**src/rtl/my_counter_pkg.sv**
```systemverilog
// Shared definitions for the presettable binary counter family (up and down variants).
//
// Contents:
//   DefaultWidth / MinWidth / MaxWidth : width constants for counter instances
//   op_e                               : per-edge operation chosen by the priority decode
//   decode_op()                        : LD / CTP / CTT priority decode, common to both counters
package my_counter_pkg;

   localparam int unsigned DefaultWidth = 4;
   localparam int unsigned MinWidth     = 2;
   localparam int unsigned MaxWidth     = 16;

   typedef enum logic [1:0] {
      OpHold  = 2'd0,
      OpLoad  = 2'd1,
      OpCount = 2'd2
   } op_e;

   // Load (active-low) beats count; counting needs both enables.
   function automatic op_e decode_op(input logic ld_n, input logic ctp, input logic ctt);
      op_e op;
      if (!ld_n) begin
         op = OpLoad;
      end else if (ctp && ctt) begin
         op = OpCount;
      end else begin
         op = OpHold;
      end
      return op;
   endfunction

endpackage

```
**src/rtl/my_down_counter_if.sv**
```systemverilog
// Control/data bundle for one my_down_counter stage.
//
// Signals:
//   LD  : synchronous parallel load, active-low
//   CTP : count enable P (does not gate Bo)
//   CTT : count enable T (gates Bo, cascade input)
//   D   : parallel load data
//   Q   : registered counter state
//   Bo  : borrow / terminal count, CTT & (Q == 0)
// Modports: master drives controls and observes Q/Bo; slave is the counter.
interface my_down_counter_if #(
   parameter int unsigned WIDTH = my_counter_pkg::DefaultWidth
) ();

   logic             LD;
   logic             CTP;
   logic             CTT;
   logic [WIDTH-1:0] D;
   logic [WIDTH-1:0] Q;
   logic             Bo;

   modport master (
      output LD, CTP, CTT, D,
      input  Q, Bo
   );

   modport slave (
      input  LD, CTP, CTT, D,
      output Q, Bo
   );

endinterface

```
**src/rtl/my_down_counter.sv**
```systemverilog
// Synchronous presettable binary down counter with ripple borrow output.
//
// Ports:
//   CP  : clock, rising-edge active
//   CR  : asynchronous reset, active-high, forces Q to zero
//   bus : my_down_counter_if.slave carrying LD, CTP, CTT, D (in) and Q, Bo (out)
//
// Per-edge priority (CR low): LD=0 loads D; else CTP&CTT decrements; else hold.
// Cascade by feeding Bo of a lower stage into CTT of the next stage.
//
// Build option:
//   MY_DOWN_COUNTER_AUTO_RELOAD_EN : a counting edge at Q==0 reloads D instead of wrapping
//   to all ones, giving a divide-by-(D+1) stage with Bo marking the reload cycle.
module my_down_counter
   import my_counter_pkg::*;
#(
   parameter int unsigned WIDTH = DefaultWidth
) (
   input  logic                 CP,
   input  logic                 CR,
   my_down_counter_if.slave     bus
);

   localparam logic [WIDTH-1:0] QZero = '0;
   localparam logic [WIDTH-1:0] QOnes = '1;

   logic [WIDTH-1:0] q_q;
   logic [WIDTH-1:0] q_d;
   op_e              op;

   always_comb begin
      op = decode_op(bus.LD, bus.CTP, bus.CTT);
   end

   // Next-state selection.
   always_comb begin
      q_d = q_q;
      unique case (op)
         OpLoad: begin
            q_d = bus.D;
         end
         OpCount: begin
            if (q_q == QZero) begin
`ifdef MY_DOWN_COUNTER_AUTO_RELOAD_EN
               q_d = bus.D;
`else
               q_d = QOnes;
`endif
            end else begin
               q_d = q_q - 1'b1;
            end
         end
         default: begin
            q_d = q_q;
         end
      endcase
   end

   always_ff @(posedge CP or posedge CR) begin
      if (CR) begin
         q_q <= QZero;
      end else begin
         q_q <= q_d;
      end
   end

   // Borrow is combinational so a cascaded stage sees it in the same cycle.
   always_comb begin
      bus.Q  = q_q;
      bus.Bo = bus.CTT & (q_q == QZero);
   end

endmodule

```
**src/flat_wrapper.sv**
```systemverilog
// flat-port wrapper written by rule: the top's interface ports become plain ports
module my_down_counter_flat import my_counter_pkg::*;
#(
   parameter int unsigned WIDTH = DefaultWidth
)
  (CP, CR, bus_LD, bus_CTP, bus_CTT, bus_D, bus_Q, bus_Bo);
  my_down_counter_if #(.WIDTH(WIDTH)) bus_i ();
  input  logic CP;
  input  logic CR;
  input wire logic [$bits(bus_i.LD)-1:0] bus_LD;
  input wire logic [$bits(bus_i.CTP)-1:0] bus_CTP;
  input wire logic [$bits(bus_i.CTT)-1:0] bus_CTT;
  input wire logic [$bits(bus_i.D)-1:0] bus_D;
  output wire logic [$bits(bus_i.Q)-1:0] bus_Q;
  output wire logic [$bits(bus_i.Bo)-1:0] bus_Bo;
  assign bus_i.LD = bus_LD;
  assign bus_i.CTP = bus_CTP;
  assign bus_i.CTT = bus_CTT;
  assign bus_i.D = bus_D;
  assign bus_Q = bus_i.Q;
  assign bus_Bo = bus_i.Bo;
  my_down_counter #(.WIDTH(WIDTH)) u_core (.CP(CP), .CR(CR), .bus(bus_i));
endmodule
```
**config.mk**
```make
export PLATFORM = sky130hd
export DESIGN_NAME = my_down_counter_flat
export DESIGN_NICKNAME = d
export VERILOG_FILES = /design/src/rtl/my_counter_pkg.sv /design/src/rtl/my_down_counter_if.sv /design/src/rtl/my_down_counter.sv /design/src/flat_wrapper.sv
export SDC_FILE = /design/constraint.sdc
export NUM_CORES = 1
export LEC_CHECK = 0
export ABC_AREA = 1
export CORE_AREA = 3 3 40 42
export CTS_BUF_LIST = sky130_fd_sc_hd__clkbuf_16
export CTS_CLUSTER_DIAMETER = 80
export DETAILED_ROUTE_END_ITERATION = 10
export DIE_AREA = 0 0 43 45
export GPL_TIMING_DRIVEN = 0
export PLACE_DENSITY = 0.56
export SLEW_MARGIN = 20
export SYNTH_ARGS = -nofsm -noshare
export SYNTH_HDL_FRONTEND = slang
export SYNTH_SLANG_ARGS = --single-unit
```
**constraint.sdc**
```tcl
create_clock -name CP -period 1.1 [get_ports CP]
set_clock_uncertainty 0.05 [all_clocks]
set_input_delay 0.275 -clock CP [delete_from_list [all_inputs] [get_ports CP]]
set_output_delay 0.275 -clock CP [all_outputs]
set_load 0.005 [all_outputs]
```
# Word-level counts from Yosys, hierarchy flattened
# Index checks and enable logic that the tools add are counted.
[word_totals]
regBits = 4
input_bits = 9
output_inout_bits = 5
elab_cells = 12
[op_classes]
n_addsub = 1
eq_ne = 2
n_mux = 4
bitwise_logic = 1
reduce_logical = 3
[op_table]
columns = ["operator", "n"]
rows = [
  ["4-bit case mux with 2 select lines", 1],
  ["4-bit zero test", 1],
  ["2-bit 2-to-1 mux", 2],
  ["4-bit 2-to-1 mux", 1],
  ["4-bit by 1-bit subtractor with 4-bit output, second input constant", 1],
  ["2-bit by 1-bit == test with 1-bit output, second input constant", 1],
  ["2-bit == test, second input constant", 1],
  ["2-bit nonzero test", 1],
  ["1-bit bitwise AND", 1],
  ["1-bit logical AND", 1],
]

# Longest topological paths before layout
# Gate-level depths: netlist of run 1.
[depth]
ltp_word = 5
ltp_mapped = 6
depth_no_buf = 6

# Worst setup path before layout of run 1
# Ideal clock, no wire load.
[synth_path]
path_type = "register -> output"
from = "reg u_core.q_q[0], in the netlist u_core.bus.Q[0]"
to = "out bus_Bo"
t_arrival_ps = 841
required_time_ps = 775
setup_slack_ps = -66
stages_incl_launch_ff = 4
path_buffers = 0
cell_sequence = "dfrtp_1 > inv_1 > ha_1 > and3_1"
[synth_between]
elab_chain_len = 2
[synth_lines]
columns = ["item", "line_no", "rtl"]
rows = [
  ["start: declaration", "my_down_counter.sv:27", "logic [WIDTH-1:0] q_q;"],
  ["start signal: assignment", "my_down_counter.sv:61", "q_q <= QZero;"],
  ["start signal: assignment", "my_down_counter.sv:63", "q_q <= q_d;"],
  ["4-bit zero test", "my_down_counter.sv:70", "bus.Bo = bus.CTT & (q_q == QZero);"],
  ["1-bit bitwise AND", "my_down_counter.sv:70", ""],
  ["end: declaration", "flat_wrapper.sv:15", "output wire logic [$bits(bus_i.Bo)-1:0] bus_Bo;"],
]
# No other way between the ends.

# Worst setup path in the final report of run 1
# Same ends and word-level chain as after synthesis.

==> results of run 1 <==
per-layer routing:
metal  vias to the layer above  share of wire
met3                         2          0.071
met4                         0          0.031
met2                        15           0.44
met5                         -              0
li1                        184              -
met1                       158           0.45
critical path: cells and delay by family (launching register included):
family,cells,cell delay (ns)
adder cells (fa/ha/maj),1,0.12
buffers and inverters,2,0.16
flip-flops,1,0.38
AND/OR/NAND/NOR,1,0.17
metrics by stage:
stage	cells	setup slack [ns]	util
after global placement	68	-0.666	0.342
after global routing	81	-0.321	0.468
after floorplan	40	-0.00400	-
after CTS	79	-0.269	0.453
after detailed placement	68	-0.659	0.342
final	81	-0.285	0.468
kinds of logic after synthesis:
family / after synthesis / share of synthesized area
buf+inv: 9 / 0.122
fa+ha+maj: 1 / 0.0450
compound gates: 5 / 0.122
flops: 4 / 0.360
simple gates: 21 / 0.351
cell type report:
| cell class | instances | area (um^2) |
|---|---|---|
| Fill cell | 129 | 683 |
| Timing Repair Buffer | 23 | 196 |
| Multi-Input combinational cell | 27 | 174 |
| Sequential cell | 4 | 101 |
| Clock buffer | 3 | 75.1 |
| Inverter | 9 | 36.3 |
| Tap cell | 15 | 18.8 |
timing repair:
item,in CTS,in global routing
gates resized for setup,22,10
hold buffers,0,0
setup buffers,8,5
pin swaps,7,4
cloned,0,0
setup endpoints to repair,9,9
synth_stat cells, drive strengths merged:
cell type  instances  share of area
ha                 1          0.045
nor2               3          0.041
o211ai             2          0.054
nor3               1          0.018
a21oi              1          0.032
dfrtp              4           0.36
o21ai              2          0.036
nand2              8           0.11
inv                9           0.12
nand3              8           0.16
and3               1          0.023
power by group through the flow:
stage,Combinational (uW),Clock (uW),Sequential [uW]
after floorplan,76.1,0,186
after global placement,161,0,190
after detailed placement,160,0,188
after CTS,216,566,183
after global routing,260,586,187
final,234,558,185
path summary, 6_finish.rpt:
kind | start | to | slack (ns) | depth (start not counted)
hold / removal | CR | u_core.bus.Q[1]$_DFFE_PP0P_ | 0.18 | 2
hold reg to reg | u_core.bus.Q[0]$_DFFE_PP0P_ | u_core.bus.Q[0]$_DFFE_PP0P_ | 0.61 | 3
setup reg to reg | u_core.bus.Q[0]$_DFFE_PP0P_ | u_core.bus.Q[0]$_DFFE_PP0P_ | -0.22 | 8
max in group asynchronous | CR | u_core.bus.Q[2]$_DFFE_PP0P_ | 0.66 | 2
setup / recovery | u_core.bus.Q[0]$_DFFE_PP0P_ | bus_Bo | -0.29 | 4
min in group CP | bus_CTP | u_core.bus.Q[0]$_DFFE_PP0P_ | 0.46 | 4
==> impl_metrics.csv, run 1 <==
group,metric,value,unit
routing,via_per_inst,4.43,
final_layout,stdcell_area,602,um^2
timing,post-route-min-period,1.39,ns
final_layout,layout_commonest_cell,"buf_4",
floorplanning,core-area,0.00128,mm^2
placed_design,dp_hpwl,536,um
final_layout,antenna_cells,0,
power,pwr-share-clk,0.571,
placed_design,place_area,439,um^2
global_routing,grt_overflow,0,
clocking,insertion_delay,0.22,ns
synthesis,ys_types,12,
timing,setup_viol,8,
final_layout,drive_gt1_frac,0.424,
status,failed_checks,"negative setup slack",
routing,routed_wl,877,um
routing,drcViolationCount,0,
global_routing,grt-busiest-layer,"met2",
power,switchingPower,215,uW
clocking,cts.sinks,4,
setup_path,cp_max_fo,2,
synthesis,syn_nets,50,
timing,fmax,0.722,GHz
synthesis,ys_seq_area_frac,0.360,
setup_path,cp_slowest_cell,"dfrtp_1",
floorplanning,initial_core_util,0.216,
power,p_per_area,1620,mW/mm^2
routing,routed-via-count,359,
timing,drv_slew,0,
timing,hold_viol_final,0,
timing,finalCritPeriodShare,1.26,
power,p_sw_frac,0.220,
synthesis,synth_seq_cells,4,
setup_path,crit_chain,"inv_2, ha_4, and3_4, buf_6",
setup_path,crit_type,"flop to primary output",
timing,rsz0062_at_grt,"true",
setup_path,cp-end-kind,"primary output",
final_layout,largest_reg_flops,4,
global_routing,antenna_found_initial,0,
power,p_leak,0.000308,uW
final_layout,synthToLayoutAreaGrowth,117,%
global_routing,grtUsageMet1,0.114,
synthesis,yosys_warnings,0,
clocking,htree_levels,1,
clocking,clk_pin_slew,0.03,ns
clocking,clock_tree.buffer_depth,2,
power,p_total,977,uW
global_routing,grt_pass1_vias,381,
synthesis,postSynthAreaPerCell,6.94,um^2
timing,maxSlewHeadroom,0.827,
clocking,cts_tree,"done",
power,power_frac_comb,0.239,
flow_run,cap_violations,0,
floorplanning,fp.dieW,43,um
placed_design,gp_congestion,0.724,
timing,holdWs,0.185,ns
synthesis,syn_area,278,um^2
global_routing,gr-usage-met3,0.0319,
setup_path,start_kind,"flop",
power,peakVddDrop,1.06,mV
global_routing,grt_max_degree,8,
routing,routedWlPerCell,10.8,um
setup_path,cp.required,0.77,ns
status,outcome,"finished, violations left",
global_routing,grt_pass1_wl,1.48,mm
timing,tightest_slew,0.260,ns
global_routing,grt_usage,0.107,
routing,drtAntennaViolNets,0,
setup_path,worstPathArrival,1.06,ns
floorplanning,fp-row-count,13,
routing,dr.first_iter.drc_count,5,
setup_path,slowest_delay,0.38,ns
synthesis,syn_inst,40,
timing,fin_ws,-0.285,ns
clocking,cts_root_buf,"clkbuf_16",
power,pwr-share-seq,0.190,
hold_path,hp-class,"input pin to asynchronous set/reset pin",
floorplanning,die_area,0.00194,mm^2
timing,tns,-1.17,ns
floorplanning,pin_count,14,
final_layout,final_nets,78,
floorplanning,die_h,45,um
placed_design,port_buffers,13,
global_routing,grtUsageMet2,0.174,
routing,drt_pre_antenna_iters,2,
clocking,cts_made_buffers,3,
final_layout,layout_common_cells,"buf_4, nand2_1, nand3_1, inv_1, clkdlybuf4s50_1",
power,p_int,762,uW
(Power assumes the default switching activity.)
==> run 2: changes to the inputs <==
- CORE_AREA: 3 3 40 42 -> 10 10 47 49
- DIE_AREA: 0 0 43 45 -> 0 0 57 59
- HOLD_SLACK_MARGIN: unset -> 0.02
==> run 2 against run 1 <==
Final area shrank 1.9%; maximum frequency about the same; critical path type unchanged; flip-flop and latch count did not move; register-to-register slack improved by 0.06 ns; via count grew 2.2%; hold slack better by 0.0073 ns; the run still ends with negative setup slack left; power decreased by 0.60%; die area increased by 74%; sequential power about the same.
==> impl_metrics.csv, run 2 (synthesis gave the netlist of run 1 again) <==
group,metric,value,unit
timing,fin_ws,-0.284,ns
routing,routedWlPerCell,11.7,um
setup_path,slowest_delay,0.35,ns
clocking,cts_tree,"done",
routing,drtAntennaViolNets,0,
final_layout,synthToLayoutAreaGrowth,113,%
final_layout,final_nets,78,
clocking,clk_pin_slew,0.03,ns
timing,drv_slew,0,
setup_path,cp.required,0.77,ns
routing,routed-via-count,367,
setup_path,cp-end-kind,"primary output",
timing,hold_viol_final,0,
setup_path,cp.depth,4,
global_routing,grt_pass1_vias,339,
floorplanning,fp.dieW,57,um
power,p_total,971,uW
setup_path,rrSetupSlack,-0.16,ns
setup_path,crit_chain,"inv_2, ha_4, and3_1, buf_2",
hold_path,hp-class,"input pin to asynchronous set/reset pin",
timing,setup_viol,6,
routing,routed_wl,956,um
timing,maxSlewHeadroom,0.816,
floorplanning,initial_core_util,0.198,
timing,post-route-min-period,1.38,ns
setup_path,r2r_start,"u_core.bus.Q[0]$_DFFE_PP0P_",
timing,fmax,0.722,GHz
timing,tns,-0.882,ns
floorplanning,fp-row-count,14,
timing,rsz0062_at_grt,"true",
placed_design,port_buffers,13,
flow_run,cap_violations,0,
final_layout,final_core_util,0.421,
final_layout,drive_gt1_frac,0.409,
setup_path,crit_end,"bus_Bo",
status,outcome,"finished, violations left",
power,p_per_area,1640,mW/mm^2
placed_design,pre_cts_ws,-0.679,ns
global_routing,grt_max_degree,8,
routing,dr.first_iter.drc_count,9,
timing,tightest_slew,0.275,ns
clocking,clock_tree.buffer_depth,2,
final_layout,antenna_cells,0,
final_layout,largest_reg_flops,4,
global_routing,antenna_found_initial,0,
timing,finalCritPeriodShare,1.26,
setup_path,crit_buf_inv,2,
status,failed_checks,"negative setup slack",
clocking,postCtsHoldBufs,0,
global_routing,grt_overflow,0,
global_routing,grt_usage,0.0606,
power,peakVddDrop,1.07,mV
routing,drcViolationCount,0,
floorplanning,core-area,0.00140,mm^2
clocking,cts_root_buf,"clkbuf_16",
floorplanning,die_h,59,um
setup_path,crit_type,"flop to primary output",
clocking,insertion_delay,0.22,ns
placed_design,dp_hpwl,642,um
setup_path,cp_top_family,"flip-flops",
setup_path,worstPathArrival,1.06,ns
clocking,cts.sinks,4,
setup_path,cp_max_fo,2,
routing,drt_pre_antenna_iters,4,
setup_path,r2r-end,"u_core.bus.Q[3]$_DFFE_PP0P_",
setup_path,reg2reg_depth,8,
power,p_leak,0.000310,uW
routing,via_per_inst,4.48,
clocking,cts_made_buffers,3,
setup_path,start_kind,"flop",
setup_path,cp_slowest_cell,"dfrtp_1",
floorplanning,pin_count,14,
clocking,htree_levels,1,
timing,holdWs,0.192,ns
global_routing,grt_pass1_wl,1.50,mm
final_layout,layout_common_cells,"buf_4, nand2_1, nand3_1, inv_1, clkdlybuf4s50_1",
setup_path,startpoint,"u_core.bus.Q[0]$_DFFE_PP0P_",
final_layout,layout_commonest_cell,"buf_4",
floorplanning,die_area,0.00336,mm^2
placed_design,gp_congestion,0.763,
[run 2: worst min path at each step]
stage	from	endpoint	slack, ns	cells past startpoint
6_report	CR	u_core.bus.Q[0]$_DFFE_PP0P_	0.19	2
5_1_grt	CR	u_core.bus.Q[0]$_DFFE_PP0P_	0.20	2
4_1_cts	CR	u_core.bus.Q[0]$_DFFE_PP0P_	0.19	2
3_5_place_dp	CR	u_core.bus.Q[3]$_DFFE_PP0P_	0.43	2
3_3_place_gp	CR	u_core.bus.Q[3]$_DFFE_PP0P_	0.42	2
2_1_floorplan	CR	u_core.bus.Q[0]$_DFFE_PP0P_	-0.009	1
[run 2: per-stage QoR]
| step | cells | cell area (um^2) |
|---|---|---|
| 2_1_floorplan | 40 | 290 |
| 3_3_place_gp | 69 | 440 |
| 3_5_place_dp | 69 | 440 |
| 4_1_cts | 79 | 553 |
| 5_1_grt | 82 | 591 |
| 6_report | 82 | 591 |
[run 2: power by group]
| part | total [uW] | internal, uW | switching, uW | leakage, uW |
|---|---|---|---|---|
| Clock | 557 | 463 | 93.3 | 0.0000370 |
| Combinational | 231 | 132 | 98.5 | 0.000226 |
| Sequential | 183 | 166 | 17.1 | 0.0000466 |
| Total | 971 | 762 | 209 | 0.000310 |
[run 2: area by class of cell]
cell class,instances,area (um^2)
clock buffer,3,75.1
fill,154,811
inverter,9,36.3
multi-input combinational,27,161
sequential,4,101
tap,16,20.0
timing repair buffer,23,196
[run 2: per-layer routing]
metal	vias up	track usage	part of all wire
met5	-	0	0
li1	183	-	-
met2	14	0.0992	0.50
met1	165	0.0513	0.38
met4	0	0.0604	0.036
met3	5	0.0322	0.088
[run 2: worst register-to-register path: cells and delay by family (launching register included)]
family                   cells  cell delay, ns
flip-flops                   1            0.35
AO/OA/AOI/OAI                1            0.12
AND/OR/NAND/NOR              2            0.14
adder cells (fa/ha/maj)      1            0.15
buffers and inverters        4            0.33
[run 2: timing repair]
item	CTS	global route
gates resized for setup	22	9
setup buffers	7	5
setup endpoints to repair	9	9
pin swaps	6	6
==> run 3: changes to the inputs <==
--- a/config.mk
+++ b/config.mk
@@ -8,2 +8,3 @@
 export ABC_AREA = 1
+export CAP_MARGIN = 20
 export CORE_AREA = 10 10 47 49
--- a/constraint.sdc
+++ b/constraint.sdc
@@ -4,2 +4,2 @@
 set_output_delay 0.275 -clock CP [all_outputs]
-set_load 0.005 [all_outputs]
+set_load 0.02 [all_outputs]
==> run 3 against run 2 <==
The flow still finishes with violations (negative setup slack); highest routed layer unchanged; maximum frequency is 4.3% lower; largest cell class unchanged; register-to-register slack better by 0.06 ns; critical path depth stayed put; sequential share of layout area is 0.56 points lower; non-clock buffer count is 2 lower; via count is 5.7% lower; sequential power is 2% higher; setup slack worse by 0.063 ns; routed wire length is 0.73% lower; hold slack worse by 0.015 ns; combinational power is 21% higher; clock-buffer cell count stayed put.
==> impl_metrics.csv, run 3 (synthesis gave the netlist of run 1 again) <==
group,metric,value,unit
placed_design,gp_congestion,0.787,
setup_path,reg2reg_depth,7,
timing,maxSlewHeadroom,0.831,
placed_design,dp_hpwl,626,um
routing,drtAntennaViolNets,0,
global_routing,grt_pass1_wl,1.46,mm
final_layout,final_nets,76,
routing,dr.first_iter.drc_count,6,
timing,rsz0062_at_grt,"true",
global_routing,grt_pass1_vias,352,
clocking,clk_pin_slew,0.03,ns
floorplanning,initial_core_util,0.198,
power,p_leak,0.000301,uW
routing,drcViolationCount,0,
timing,fin_ws,-0.347,ns
clocking,cts_tree,"done",
timing,post-route-min-period,1.45,ns
routing,routedWlPerCell,11.7,um
global_routing,grt_max_degree,8,
routing,routed-via-count,346,
final_layout,drive_gt1_frac,0.446,
timing,fmax,0.691,GHz
setup_path,cp.required,0.77,ns
routing,drt_pre_antenna_iters,4,
power,power_frac_comb,0.261,
final_layout,antenna_cells,0,
power,peakVddDrop,1.08,mV
setup_path,worstPathArrival,1.12,ns
clocking,cts.sinks,4,
final_layout,stdcell_area,626,um^2
global_routing,antenna_found_initial,0,
routing,routed_wl,949,um
floorplanning,fp.dieW,57,um
floorplanning,fp-row-count,14,
power,pwr-share-clk,0.563,
setup_path,r2r_start,"u_core.bus.Q[1]$_DFFE_PP0P_",
floorplanning,die_area,0.00336,mm^2
clocking,postCtsHoldBufs,0,
final_layout,fillerInstances,143,
clocking,clock_tree.buffer_depth,2,
timing,drv_slew,0,
power,p_sw_frac,0.258,
placed_design,port_buffers,13,
floorplanning,die_h,59,um
hold_path,hp-class,"input pin to asynchronous set/reset pin",
timing,finalCritPeriodShare,1.32,
flow_run,cap_violations,0,
power,p_per_area,1700,mW/mm^2
final_layout,largest_reg_flops,4,
setup_path,start_kind,"flop",
power,pwr-share-seq,0.176,
routing,via_per_inst,4.27,
timing,setup_viol,8,
setup_path,r2r-end,"u_core.bus.Q[0]$_DFFE_PP0P_",
final_layout,layout_commonest_cell,"buf_6",
power,switchingPower,275,uW
setup_path,rrSetupSlack,-0.10,ns
clocking,cts_root_buf,"clkbuf_16",
clocking,cts_made_buffers,3,
status,failed_checks,"negative setup slack",
clocking,htree_levels,1,
timing,tightest_slew,0.254,ns
placed_design,place_area,450,um^2
power,p_int,791,uW
setup_path,cp-end-kind,"primary output",
clocking,insertion_delay,0.23,ns
final_layout,synthToLayoutAreaGrowth,125,%
global_routing,grt_usage,0.0588,
status,outcome,"finished, violations left",
setup_path,cp_max_fo,2,
placed_design,pre_cts_ws,-0.805,ns
floorplanning,core-area,0.00140,mm^2
timing,hold_viol_final,0,
floorplanning,pin_count,14,
final_layout,layout_common_cells,"buf_6, nand2_1, inv_1, nand3_1, clkdlybuf4s50_1",
setup_path,crit_type,"flop to primary output",
global_routing,grt_overflow,0,
## run 3: cell types whose count changed in the layout (fill, tap and decap cells not counted), moves of 2 or more
cell	before	now
clkbuf_2	2	0
dfrtp_2	1	3
buf_4	9	4
buf_6	3	9
clkdlybuf4s50_1	5	7
dfrtp_1	3	1
## run 3: worst max path at each step
| stage | startpoint | end | slack [ns] |
|---|---|---|---|
| detailed placement | bus_CTT | bus_Bo | -0.81 |
| finish | u_core.bus.Q[1]$_DFFE_PP0P_ | bus_Bo | -0.35 |
| floorplan | u_core.bus.Q[0]$_DFFE_PP0P_ | bus_Bo | -0.11 |
| global route | u_core.bus.Q[1]$_DFFE_PP0P_ | bus_Bo | -0.38 |
| CTS | u_core.bus.Q[0]$_DFFE_PP0P_ | bus_Bo | -0.36 |
| global placement | bus_CTT | bus_Bo | -0.80 |
## run 3: critical path: stages, from the launching register on
cell and delay, ns:
dfrtp_2 0.41, inv_2 0.07, ha_4 0.13, and3_4 0.17, buf_6 0.11
## run 3: area by class of cell
class                           count  area [um^2]  share of cell area
Inverter                            9         36.3              0.0580
Clock inverter                      1         3.75             0.00600
Sequential cell                     4          104               0.166
Timing Repair Buffer               21          210               0.336
Clock buffer                        3         75.1               0.120
Multi-Input combinational cell     27          176               0.282
Tap cell                           16         20.0              0.0320
## run 3: power by group through the flow
| stage | logic [uW] | registers (uW) | clock network [uW] |
|---|---|---|---|
| 6_report | 279 | 187 | 600 |
| 5_1_grt | 307 | 189 | 620 |
| 4_1_cts | 262 | 184 | 604 |
| 3_5_place_dp | 190 | 192 | 0 |
| 3_3_place_gp | 189 | 192 | 0 |
| 2_1_floorplan | 81.4 | 210 | 0 |
## run 3: through the flow
step           cells  hold slack, ns  TNS (ns)  total power, uW  utilization
3_3_place_gp      69           0.413     -3.13              382        0.321
4_1_cts           80           0.173     -1.25             1050        0.428
5_1_grt           81           0.195     -1.41             1120        0.446
3_5_place_dp      69           0.417     -3.10              381        0.321
6_report          81           0.177     -1.09             1070        0.446
2_1_floorplan     40        -0.00905    -0.194              291            -
## run 3: routing by layer
metal  up-vias  global-route usage  share of wire
li1        179                   -              -
met5         -                   0              0
met3         3              0.0472           0.11
met1       150              0.0536           0.41
met2        14              0.0837           0.45
met4         0              0.0503          0.026
## run 3: repair_timing
item	4_1_cts	5_1_grt
endpoints found under the hold margin	0	0
pin swaps	4	9
setup buffers	7	3
endpoints found under the setup margin	9	9
resized for setup	37	7
